===== src/rtl/dcsg_write_arbiter.sv =====
// rtl/dcsg_write_arbiter.sv - DCSG write capture queue, pacing and mute arbiter (option macro: DCSG_ARB_MUTE_EN)
module dcsg_write_arbiter #(
  parameter logic [7:0] IO_PORT    = 8'h3F,
  parameter int         FIFO_DEPTH = 4,
  parameter int         WR_GAP     = 2
) (
  input  logic        clk,
  input  logic        reset,
  input  logic        en_clk_psg_i,
  input  logic        n_ioreq,
  input  logic        n_wr,
  input  logic [15:0] address,
  input  logic [7:0]  wdata,
  input  logic        mute_req,
  output logic        mute_busy,
  output logic        dcsg_wr,
  output logic [7:0]  dcsg_wdata,
  output logic        fifo_full,
  output logic        overflow
);

  localparam int AW = (FIFO_DEPTH > 1) ? $clog2(FIFO_DEPTH) : 1;
  localparam int CW = AW + 1;

  logic          hit, hit_q, push, push_ok, pop, fifo_empty;
  logic [7:0]    mem_q [FIFO_DEPTH];
  logic [AW-1:0] wr_ptr_q, rd_ptr_q;
  logic [CW-1:0] count_q;
  logic [7:0]    gap_q;
  logic          slot_free, issue;
  logic          mute_valid;
  logic [7:0]    mute_byte, sel_byte;
  logic          dcsg_wr_q, overflow_q;
  logic [7:0]    dcsg_wdata_q;
  logic          unused_addr_hi;

  // Only the low address byte is decoded on this bus.
  assign unused_addr_hi = ^address[15:8];

  assign hit        = ~n_ioreq & ~n_wr & (address[7:0] == IO_PORT);
  assign push       = hit & ~hit_q;
  assign fifo_empty = (count_q == '0);
  assign fifo_full  = (count_q == CW'(FIFO_DEPTH));
  assign slot_free  = en_clk_psg_i & (gap_q == 8'd0);
  assign issue      = slot_free & (mute_valid | ~fifo_empty);
  assign pop        = issue & ~mute_valid;
  assign push_ok    = push & (~fifo_full | pop);
  assign sel_byte   = mute_valid ? mute_byte : mem_q[rd_ptr_q];

`ifdef DCSG_ARB_MUTE_EN
  typedef enum logic [2:0] {M_IDLE, M_CH0, M_CH1, M_CH2, M_CH3} mute_state_e;
  mute_state_e state_q, state_d;

  // Mute state register.
  always_ff @(posedge clk) begin
    if (reset) state_q <= M_IDLE;
    else       state_q <= state_d;
  end

  // Mute sequencing: one attenuation byte per won issue slot, then back to idle.
  always_comb begin
    state_d    = state_q;
    mute_valid = 1'b1;
    mute_byte  = 8'h00;
    case (state_q)
      M_IDLE: begin
        mute_valid = 1'b0;
        if (mute_req) state_d = M_CH0;
      end
      M_CH0: begin
        mute_byte = 8'h9F;
        if (slot_free) state_d = M_CH1;
      end
      M_CH1: begin
        mute_byte = 8'hBF;
        if (slot_free) state_d = M_CH2;
      end
      M_CH2: begin
        mute_byte = 8'hDF;
        if (slot_free) state_d = M_CH3;
      end
      M_CH3: begin
        mute_byte = 8'hFF;
        if (slot_free) state_d = M_IDLE;
      end
      default: begin
        mute_valid = 1'b0;
        state_d    = M_IDLE;
      end
    endcase
  end

  assign mute_busy = (state_q != M_IDLE);
`else
  logic unused_mute_req;
  assign unused_mute_req = mute_req;
  assign mute_valid      = 1'b0;
  assign mute_byte       = 8'h00;
  assign mute_busy       = 1'b0;
`endif

  // Edge register so a long strobe pushes only once.
  always_ff @(posedge clk) begin
    if (reset) hit_q <= 1'b0;
    else       hit_q <= hit;
  end

  // Queue storage; contents need no reset since count gates visibility.
  always_ff @(posedge clk) begin
    if (push_ok) mem_q[wr_ptr_q] <= wdata;
  end

  // Queue pointers and occupancy.
  always_ff @(posedge clk) begin
    if (reset) begin
      wr_ptr_q <= '0;
      rd_ptr_q <= '0;
      count_q  <= '0;
    end else begin
      if (push_ok) wr_ptr_q <= wr_ptr_q + AW'(1);
      if (pop)     rd_ptr_q <= rd_ptr_q + AW'(1);
      case ({push_ok, pop})
        2'b10:   count_q <= count_q + CW'(1);
        2'b01:   count_q <= count_q - CW'(1);
        default: count_q <= count_q;
      endcase
    end
  end

  // Pacing counter: skip WR_GAP enable pulses after each issued byte.
  always_ff @(posedge clk) begin
    if (reset)                      gap_q <= 8'd0;
    else if (en_clk_psg_i) begin
      if (gap_q != 8'd0)            gap_q <= gap_q - 8'd1;
      else if (issue)               gap_q <= 8'(WR_GAP);
    end
  end

  // Core write strobe, data hold and sticky drop flag.
  always_ff @(posedge clk) begin
    if (reset) begin
      dcsg_wr_q    <= 1'b0;
      dcsg_wdata_q <= 8'h00;
      overflow_q   <= 1'b0;
    end else begin
      dcsg_wr_q <= issue;
      if (issue) dcsg_wdata_q <= sel_byte;
      if (push & ~push_ok) overflow_q <= 1'b1;
    end
  end

  assign dcsg_wr    = dcsg_wr_q;
  assign dcsg_wdata = dcsg_wdata_q;
  assign overflow   = overflow_q;

endmodule


===== config.mk =====
export PLATFORM = sky130hd
export DESIGN_NAME = dcsg_write_arbiter
export DESIGN_NICKNAME = d
export VERILOG_FILES = /design/src/rtl/dcsg_write_arbiter.sv
export SDC_FILE = /design/constraint.sdc
export NUM_CORES = 1
export LEC_CHECK = 0
export ABC_CLOCK_PERIOD_IN_PS = 6150
export BUFFER_PORTS_ARGS = -buffer_cell sky130_fd_sc_hd__buf_4
export CAP_MARGIN = 20
export CORE_MARGIN = 2
export CORE_UTILIZATION = 29
export CTS_BUF_LIST = sky130_fd_sc_hd__clkbuf_8
export DETAILED_ROUTE_END_ITERATION = 12
export MAX_ROUTING_LAYER = met4
export PLACE_DENSITY = 0.54
export SKIP_CTS_REPAIR_TIMING = 1
export SYNTH_ARGS = -nofsm -noshare
export SYNTH_HDL_FRONTEND = slang
export SYNTH_SLANG_ARGS = --single-unit
export TNS_END_PERCENT = 1

===== constraint.sdc =====
create_clock -name clk -period 6.15 [get_ports clk]
set_input_delay 1.23 -clock clk [delete_from_list [all_inputs] [get_ports clk]]
set_output_delay 1.23 -clock clk [all_outputs]
set_load 0.01 [all_outputs]

After elaboration in Yosys (flattened, before gate mapping). Memory sizes are Yosys's and may differ from the RTL's. A register that Yosys moved wholly into a read port is not among the register bits. Cells that the tools add are included.

Bits in writable memories: 32. Memories kept: 1. Flip-flop bits (word level): 18. Input port bits: 30.

Memory list: mem_q (depth 4, bits a word 8, read ports 1, clocked after memory_dff 1, wr ports 1, line 26) `logic [7:0] mem_q [FIFO_DEPTH];`.

Equal/unequal tests: 4. Bitwise logic cells: 14. Add/subtract/negate cells: 5. Reductions and logical operators: 6. Muxes and demuxes: 5.

Operators with widths (count): 8-bit 2-to-1 mux (2); 8-bit by 6-bit == test with 1-bit output (second input constant) (1); 8-bit zero test (1); 8-bit nonzero test (1); 8-bit by 1-bit subtractor with 8-bit output (second input constant) (1); 1-bit AND (7); 1-bit NOT (6); 3-bit case mux with 2 select lines (1); 2-bit by 1-bit adder with 2-bit output (second input constant) (2); 2-bit nonzero test (2); 3-bit by 1-bit adder with 3-bit output (second input constant) (1); 3-bit == test (second input constant) (1); 3-bit zero test (1); 3-bit by 1-bit subtractor with 3-bit output (second input constant) (1); 2-bit by 1-bit == test with 1-bit output (second input constant) (1); 2-bit == test (second input constant) (1); 1-bit 2-to-1 mux (2); 2-bit AND reduction (1); 1-bit bitwise OR (1).

Logic depth before layout (Yosys ltp). Gate-level depths: netlist of run 1.

Depth in word-level cells: 7. Depth in mapped cells: 10. Mapped depth without buffers: 9.

Worst setup path before layout of run 1. Ideal clock, no wire load.

Path kind: input-to-reg. Start: input port address[7]. End: register count_q[2]. Path slack: 3315 ps. Data required time: 6084 ps. Stages on the path: 7. Library setup time: 66 ps. Arrival time: 2769 ps. Path through: or2_1 or4_4 nand2_1 fa_1 nor4_1 or3_1 a21oi_2.

Word-level cells in the longest chain between the ends: 6.

Ends and longest elaborated chain: from (decl) (line 12) `input logic [15:0] address,`; 8-bit by 6-bit == test with 1-bit output * (line 40) `assign hit = ~n_ioreq & ~n_wr & (address[7:0] == IO_PORT);`; 1-bit AND * (line 40); 1-bit AND * (line 41) `assign push = hit & ~hit_q;`; 1-bit AND * (line 47) `assign push_ok = push & (~fifo_full | pop);`; 2-bit by 1-bit == test with 1-bit output / 2-bit == test (equally long branches) (line 122) `case ({push_ok, pop})`; 3-bit case mux with 2 select lines / 2-bit nonzero test (equally long branches); to (signal assigned) (line 123) `2'b10: count_q <= count_q + CW'(1);`; to (signal assigned) (line 124) `2'b01: count_q <= count_q - CW'(1);`; to (signal assigned) (line 125) `default: count_q <= count_q;`; to (decl) (line 28) `logic [CW-1:0] count_q;`.

Every way passes the cells marked *; elsewhere a longest branch is shown, timed or not. A chain may end at the register's enable or synchronous reset.

Worst setup path after layout of run 1.
Start: input port en_clk_psg_i. End: register count_q[2].

Word-level cells in the longest chain between the ends: 6.

Ends and longest elaborated chain: from (decl) (line 9) `input logic en_clk_psg_i,`; 1-bit AND * (line 44) `assign slot_free = en_clk_psg_i & (gap_q == 8'd0);`; 1-bit AND * (line 45) `assign issue = slot_free & (mute_valid | ~fifo_empty);`; 1-bit bitwise OR (line 47); 1-bit AND (line 47); 2-bit by 1-bit == test with 1-bit output / 2-bit == test (equally long branches) (line 122); 3-bit case mux with 2 select lines / 2-bit nonzero test (equally long branches).

Marked as above.

==> results of run 1 <==
worst min-delay path by stage:
stage | endpoint | slack, ns
final | overflow$_SDFFE_PP0P_ | 0.50
after floorplan | gap_q[1]$_SDFFE_PP0P_ | 0.49
after CTS | overflow$_SDFFE_PP0P_ | 0.50
after detailed placement | overflow$_SDFFE_PP0P_ | 0.47
after global placement | overflow$_SDFFE_PP0P_ | 0.47
after global routing | overflow$_SDFFE_PP0P_ | 0.53
cell families after synthesis:
logic type                 synth area share (%)
muxes                                      11.9
other                                     0.156
and+or+nand+nor                            13.3
AOI/OAI and AO/OA                          3.22
buffers and inverters                      3.17
DFF                                        61.6
adders and majority gates                  3.43
xor gates and xnor gates                   3.28
sequential cells by signal, summed over array words and instances (netlist names):
signal,count
gap_q,8
dcsg_wr,1
dcsg_wdata,8
hit_q,1
count_q,3
rd_ptr_q,2
mem_q,32
wr_ptr_q,2
overflow,1
cell usage after synthesis (2+ instances only):
cell / count / share of area (%)
nor2_1: 26 / 4.1
and2_1: 4 / 1.0
clkbuf_1: 2 / 0.31
mux4_2: 8 / 7.5
xnor2_1: 2 / 0.73
inv_1: 7 / 1.1
dfxtp_1: 26 / 22
nand2_1: 4 / 0.62
mux2i_1: 9 / 3.7
buf_4: 2 / 0.62
nor3_1: 2 / 0.42
or3_1: 2 / 0.52
nand4_1: 3 / 0.78
nor4_1: 4 / 1.0
nand3_1: 3 / 0.62
xor2_1: 7 / 2.5
ha_1: 5 / 2.6
edfxtp_1: 32 / 40
stage by stage:
| step | std cells | hold slack (ns) | power, µW |
|---|---|---|---|
| global placement | 305 | 0.468 | 596 |
| floorplan | 177 | 0.489 | 566 |
| CTS | 321 | 0.497 | 897 |
| global route | 321 | 0.533 | 939 |
| detailed placement | 305 | 0.474 | 600 |
| finish | 321 | 0.496 | 887 |
where the power goes:
part	internal, µW	leakage, µW	switching [µW]
Sequential	430	0.000498	21.4
Combinational	64.9	0.000422	75.2
Clock	151	0.0000982	144
Total	646	0.00102	241
area by class of cell:
type	instances	area [µm²]
fill	791	5250
sequential	58	1480
multi-input combinational	104	848
timing repair buffer	31	233
clock buffer	10	138
tap	105	131
clock inverter	6	27.5
inverter	7	26.3
worst max-delay path, cell delays in order:
cell and delay, ns:
buf_4 0.10, and4_1 0.70, nand2_1 0.23, fa_1 0.46
and3_4 0.16, or3_1 0.35, a21oi_2 0.11
per-layer routing:
layer	GRT usage [%]	vias up	wire length [µm]
li1	-	709	-
met1	12.5	700	1850
met2	16.1	24	2210
met3	2.13	9	109
met4	8.09	0	140
met5	-	-	0
==> flow_metrics.py, run 1 <==
metrics = {
    "outcome": {
        "status": "finished clean",
    },
    "floorplan": {
        "start_util_pct": 29.6,
        "ios": 42,
        "die-area_um2": 9040,
        "core-area_um2": 8130,
        "dieWidth_um": 95.1,
        "core.rowCount": 33,
        "dieHeight_um": 95.1,
    },
    "critical_path": {
        "ff2ff_setup_slack_ns": 3.13,
        "setup.worst_path.start": "en_clk_psg_i",
        "crit_required_ns": 6.42,
        "worstSetupEndpointType": "register",
        "arrival_ns": 3.34,
        "start_kind": "input port",
        "regToRegEndpoint": "count_q[2]$_SDFFE_PP0P_",
        "cp-endpoint": "count_q[2]$_SDFFE_PP0P_",
        "rr_worst_depth": 7,
        "path_max_fanout": 14,
        "rr_startpoint": "gap_q[2]$_SDFFE_PP0P_",
        "path_class": "input port to register",
    },
    "min_path": {
        "hold_class": "register to register",
        "hold_start": "overflow$_SDFFE_PP0P_",
        "worstHoldPathCells": 2,
    },
    "sta": {
        "min_period_ns": 3.07,
        "hold_violations": 0,
        "timing.fmax_ghz": 0.326,
        "worst_pin_slew_ns": 0.790,
        "setup_viol": 0,
        "maxSlewViolCount": 0,
        "skew_ns": 0.0106,
        "period_share_pct": 49.9,
        "final.setup.tns_ns": 0,
        "slew_headroom_pct": 47.3,
        "rsz0062_at_grt": "no",
        "setup_slack_ns": 3.08,
    },
    "cts": {
        "tritoncts": "built",
        "clock_latency_ns": 0.33,
        "clk_path_buf_depth": 2,
        "clk_pin_slew_ns": 0.06,
        "numCtsBuffers": 9,
        "cts_sinks": 58,
        "cts_root_buf": "clkbuf_8",
        "htree_levels": 3,
    },
    "pwr": {
        "vdd.ir_drop.worst_mv": 0.0890,
        "p_per_area_nw_per_um2": 307,
        "p_leak_uw": 0.00102,
    },
    "synthesis": {
        "synth_cells": 177,
        "yosys_warnings": 0,
        "syn_nets": 213,
        "synth_cell_type_count": 47,
        "synthArstFlopShare_pct": 0,
        "synth_seq_area_share_pct": 61.6,
        "ys_ff_latch": 58,
        "synth_flop_cell": "edfxtp_1",
        "synth.avg_cell_area_um2": 13.6,
        "synthesis.area_um2": 2410,
        "synth_edf_count": 32,
    },
    "route": {
        "num_vias": 1442,
        "ant_nets": 0,
        "drc": 0,
        "dr.pass1.iters": 4,
        "routedWlPerCell_um": 13.4,
        "drt_iter0_drc": 49,
        "finalWirelength_um": 4310,
        "via_per_inst": 4.49,
    },
    "final_layout": {
        "syn2layout_area_growth_pct": 19.9,
        "fin_util_pct": 35.5,
        "final_common_cell": "edfxtp_1",
        "final_cell_mix": "32 x edfxtp_1, 31 x buf_4, 26 x nor2_1, 26 x dfxtp_1, 10 x clkbuf_8",
        "finalInstanceArea_um2": 2890,
        "layout.nets": 247,
        "drive_above_1_share_pct": 27.8,
        "diodes": 0,
    },
    "job": {
        "maxCapViolCount": 0,
    },
    "placement": {
        "place.gp.congestion": 0.738,
        "dp_hpwl_um": 2870,
        "dp_worst_setup_slack_ns": 2.72,
        "dpl-instance-area_um2": 2720,
        "port_buffers": 31,
    },
    "grt": {
        "grt_max_degree": 24,
        "grtUsageTotal_pct": 10.7,
        "first_global_vias": 1376,
        "antenna_found_initial": 0,
        "grt-ovfl-total": 0,
        "grt_pass1_wl_um": 6650,
    },
}
(Power assumes the default switching activity.)
==> inputs of run 2 (changes only) <==
- ABC_CLOCK_PERIOD_IN_PS: 6150 -> 3200
- clock period: 6.15 -> 3.2 ns (I/O delays scaled with it)
==> run 2 against run 1 <==
  * Combinational power grew 91%
  * Clock-buffer cell count is 1 higher
  * Final cell count grew 0.31%
  * Non-clock buffer count grew 1
  * Largest cell class unchanged
  * Highest routed layer unchanged
==> flow_metrics.py, run 2 (synthesis gave the netlist of run 1 again) <==
metrics = {
    "outcome": {
        "status": "finished clean",
    },
    "sta": {
        "rsz0062_at_grt": "no",
        "maxSlewViolCount": 0,
        "worst_pin_slew_ns": 0.648,
        "min_period_ns": 2.33,
        "final.setup.tns_ns": 0,
        "hold_violations": 0,
        "setup_slack_ns": 0.867,
        "period_share_pct": 72.9,
        "skew_ns": 0.00952,
        "slew_headroom_pct": 56.8,
        "timing.fmax_ghz": 0.429,
        "setup_viol": 0,
    },
    "final_layout": {
        "largest_register_ffs": 32,
        "regMostFlops": "mem_q",
        "final_cell_mix": "32 x buf_4, 32 x edfxtp_1, 26 x nor2_1, 26 x dfxtp_1, 11 x clkbuf_8",
        "final_cells": 322,
        "layout.nets": 248,
        "fin_util_pct": 36.3,
        "syn2layout_area_growth_pct": 22.6,
        "diodes": 0,
        "drive_above_1_share_pct": 27.6,
    },
    "critical_path": {
        "worstSetupEndpointType": "register",
        "cp-endpoint": "mem_q[0][4]$_DFFE_PP_",
        "rr_worst_depth": 4,
        "path_class": "register to register",
        "setup.worst_path.start": "gap_q[2]$_SDFFE_PP0P_",
        "regToRegEndpoint": "mem_q[0][4]$_DFFE_PP_",
        "path_max_fanout": 8,
        "crit_required_ns": 3.17,
        "arrival_ns": 2.31,
        "rr_startpoint": "gap_q[2]$_SDFFE_PP0P_",
        "ff2ff_setup_slack_ns": 0.87,
        "start_kind": "register",
    },
    "cts": {
        "htree_levels": 3,
        "cts_sinks": 58,
        "clk_path_buf_depth": 2,
        "numCtsBuffers": 9,
        "tritoncts": "built",
        "cts_root_buf": "clkbuf_8",
        "clock_latency_ns": 0.33,
        "clk_pin_slew_ns": 0.06,
    },
    "grt": {
        "use_met1_pct": 11.8,
        "grtUsageTotal_pct": 10.3,
        "antenna_found_initial": 0,
        "grt_max_degree": 24,
        "grt_use_met2_pct": 16.0,
        "use_met3_pct": 2.85,
        "first_global_vias": 1365,
        "grt-ovfl-total": 0,
        "busiest_layer": "met2",
        "grt_pass1_wl_um": 6530,
    },
    "route": {
        "dr.pass1.iters": 4,
        "drc": 0,
        "num_vias": 1433,
        "finalWirelength_um": 4180,
        "routedWlPerCell_um": 13.0,
        "ant_nets": 0,
        "via_per_inst": 4.45,
        "drt_iter0_drc": 48,
    },
    "placement": {
        "dp_worst_setup_slack_ns": 0.586,
        "place.gp.congestion": 0.745,
        "port_buffers": 31,
        "dp.cells": 306,
        "dp_hpwl_um": 2830,
    },
    "floorplan": {
        "core.rowCount": 33,
        "die-area_um2": 9040,
        "start_util_pct": 29.6,
        "ios": 42,
        "core-area_um2": 8130,
        "dieWidth_um": 95.1,
        "dieHeight_um": 95.1,
    },
    "min_path": {
        "hold_class": "register to register",
    },
    "pwr": {
        "p_per_area_nw_per_um2": 636,
        "vdd.ir_drop.worst_mv": 0.169,
        "power_uw": 1880,
        "p_leak_uw": 0.00104,
    },
    "job": {
        "maxCapViolCount": 0,
    },
}
run 2: stage by stage:
stage               instance area [µm²]  hold slack, ns
finish                             2950           0.491
detailed placement                 2730           0.473
floorplan                          2410           0.489
CTS                                2950           0.493
global placement                   2730           0.472
global route                       2950           0.495
run 2: where the power goes:
part	switching [µW]	internal, µW
combinational	144	124
clock	267	473
sequential	41.4	826
run 2: final cells by class:
| class | instances | area (µm²) |
|---|---|---|
| clock buffer | 11 | 151 |
| clock inverter | 5 | 71.3 |
| fill | 773 | 5180 |
| inverter | 7 | 26.3 |
| multi-input combinational | 104 | 848 |
| sequential | 58 | 1480 |
| tap | 105 | 131 |
| timing repair buffer | 32 | 240 |
run 2: worst max-delay path: stages (launching register included):
cell      delay [ns]
dfxtp_1         0.36
nor4_1          0.49
nand4_1         0.34
a21boi_2        0.34
and2_1          0.45
run 2: metal layers:
metal  up-vias  part of all wire, %
li1        712                    -
met1       683                   44
met2        31                   51
met3         7                  3.7
met4         0                  2.0
met5         -                    0
run 2: worst min-delay path by stage:
stage,end,startpoint,cells past startpoint
2_1_floorplan,gap_q[1]$_SDFFE_PP0P_,gap_q[1]$_SDFFE_PP0P_,2
3_3_place_gp,overflow$_SDFFE_PP0P_,overflow$_SDFFE_PP0P_,2
3_5_place_dp,overflow$_SDFFE_PP0P_,overflow$_SDFFE_PP0P_,2
4_1_cts,mem_q[1][0]$_DFFE_PP_,wdata[0],1
5_1_grt,mem_q[0][0]$_DFFE_PP_,wdata[0],1
6_report,overflow$_SDFFE_PP0P_,overflow$_SDFFE_PP0P_,2
==> inputs of run 3 (changes only) <==
- ABC_CLOCK_PERIOD_IN_PS: 3200 -> 1900
- PLACE_DENSITY: 0.54 -> 0.56
- clock period: 3.2 -> 1.9 ns (I/O delays scaled with it)
==> run 3 against run 2 <==
  * The flow now finishes with violations (negative setup slack)
  * Worst setup slack worse by 1.1 ns
  * Register-to-register slack got worse by 1.1 ns
  * Largest power group unchanged
  * Total power increased by 71%
  * Combinational power increased to 2.7 times the previous value
  * Highest routed layer unchanged
==> flow_metrics.py, run 3 (synthesis gave the netlist of run 1 again) <==
metrics = {
    "cts": {
        "numCtsBuffers": 9,
        "cts_root_buf": "clkbuf_8",
        "clk_path_buf_depth": 2,
        "tritoncts": "built",
        "cts_sinks": 58,
        "clock_latency_ns": 0.34,
        "htree_levels": 3,
        "clk_pin_slew_ns": 0.07,
    },
    "placement": {
        "place.gp.congestion": 0.785,
        "dp.cells": 332,
        "port_buffers": 31,
        "dp_hpwl_um": 3150,
    },
    "route": {
        "drc": 0,
        "ant_nets": 0,
        "num_vias": 1536,
        "finalWirelength_um": 4640,
        "routedWlPerCell_um": 13.3,
        "dr.pass1.iters": 4,
        "drt_iter0_drc": 62,
        "via_per_inst": 4.41,
    },
    "sta": {
        "setup_viol": 5,
        "timing.fmax_ghz": 0.466,
        "min_period_ns": 2.15,
        "setup_slack_ns": -0.245,
        "period_share_pct": 113,
        "skew_ns": 0.00553,
        "final.setup.tns_ns": -0.318,
        "rsz0062_at_grt": "yes",
        "hold_violations": 0,
        "maxSlewViolCount": 0,
    },
    "grt": {
        "grtUsageTotal_pct": 11.4,
        "grt_use_met2_pct": 17.2,
        "busiest_layer": "met2",
        "first_global_vias": 1539,
        "grt-ovfl-total": 0,
        "grt_pass1_wl_um": 7330,
        "use_met1_pct": 13.7,
        "grt_max_degree": 24,
        "use_met3_pct": 2.37,
        "antenna_found_initial": 0,
    },
    "critical_path": {
        "arrival_ns": 2.42,
        "path_class": "register to register",
        "slowest_delay_ns": 0.37,
        "crit_required_ns": 2.17,
        "cp_cell_sequence": "inv_2 > ha_4 > nor3b_4 > and4_4 > nand2_4 > fa_2 > and3_4 > or3_4 > a21oi_2",
        "crit_slowest_cell": "fa_2",
        "worstSetupEndpointType": "register",
        "start_kind": "register",
        "path_max_fanout": 2,
    },
    "floorplan": {
        "dieHeight_um": 95.1,
        "dieWidth_um": 95.1,
        "ios": 42,
        "core-area_um2": 8130,
        "core.rowCount": 33,
        "start_util_pct": 29.6,
        "die-area_um2": 9040,
    },
    "job": {
        "maxCapViolCount": 0,
    },
    "final_layout": {
        "final_cells": 348,
        "regMostFlops": "mem_q",
        "diodes": 0,
        "layout.nets": 274,
        "fillCellCount": 755,
        "final_common_cell": "buf_4",
        "largest_register_ffs": 32,
        "final_cell_mix": "54 x buf_4, 32 x edfxtp_1, 26 x nor2_1, 24 x dfxtp_1, 10 x clkbuf_8",
        "syn2layout_area_growth_pct": 34.2,
        "drive_above_1_share_pct": 43.2,
    },
    "pwr": {
        "p_per_area_nw_per_um2": 993,
        "power_uw": 3200,
        "p_leak_uw": 0.00117,
        "vdd.ir_drop.worst_mv": 0.396,
    },
    "outcome": {
        "violations": "negative setup slack",
        "status": "finished with violations",
    },
    "min_path": {
        "hold_class": "input port to register",
    },
}
## run 3: cell count changes in the layout (fill, tap and decap cells not counted), moves of 4 or more
cell	change
inv_1	-4
buf_4	+22
buf_12	+4
and2_4	+4
and2_1	-4
## run 3: path summary, 6_finish.rpt
| path | from | end | slack, ns | cells past startpoint |
|---|---|---|---|---|
| worst max-delay path | gap_q[0]$_SDFFE_PP0P_ | count_q[2]$_SDFFE_PP0P_ | -0.25 | 9 |
| worst min-delay path | wdata[1] | mem_q[1][1]$_DFFE_PP_ | 0.24 | 1 |
| worst max register to register | gap_q[0]$_SDFFE_PP0P_ | count_q[2]$_SDFFE_PP0P_ | -0.25 | 9 |
| worst min register to register | overflow$_SDFFE_PP0P_ | overflow$_SDFFE_PP0P_ | 0.49 | 2 |
## run 3: power breakdown
part           total (µW)  switching [µW]  internal (µW)
Sequential           1460            63.9           1390
Combinational         736             332            404
Clock                1010             504            507
Total                3200             900           2300
## run 3: worst max-delay path, delay by kind of cell (launching register included)
kind / cells / cell delay (ns)
fa+ha+maj: 2 / 0.51
buf+inv: 1 / 0.07
compound gates: 1 / 0.13
simple gates: 5 / 1.04
flops: 1 / 0.33
## run 3: layer usage
metal | up-vias | wire length (µm) | part of all wire [%]
li1 | 762 | - | -
met1 | 737 | 2100 | 45
met2 | 28 | 2280 | 49
met3 | 9 | 118 | 2.5
met4 | 0 | 144 | 3.1
met5 | - | 0 | 0
## run 3: per-stage QoR
stage                     worst slack [ns]  hold slack [ns]  utilization, %  cell area, µm²
after floorplan                     -0.195            0.479               -            2430
after global placement              -0.192            0.479            36.8            2990
after detailed placement            -0.223            0.465            36.8            2990
after CTS                           -0.213            0.229            39.0            3170
after global routing                -0.367            0.235            39.7            3230
final                               -0.245            0.243            39.7            3230
## run 3: area by class of cell
| cell class | count | area (µm²) | area share (%) |
|---|---|---|---|
| timing repair buffer | 58 | 485 | 15.0 |
| sequential | 58 | 1480 | 46.0 |
| tap | 105 | 131 | 4.07 |
| clock buffer | 10 | 138 | 4.26 |
| clock inverter | 6 | 42.5 | 1.32 |
| multi-input combinational | 104 | 921 | 28.5 |
| inverter | 7 | 26.3 | 0.814 |
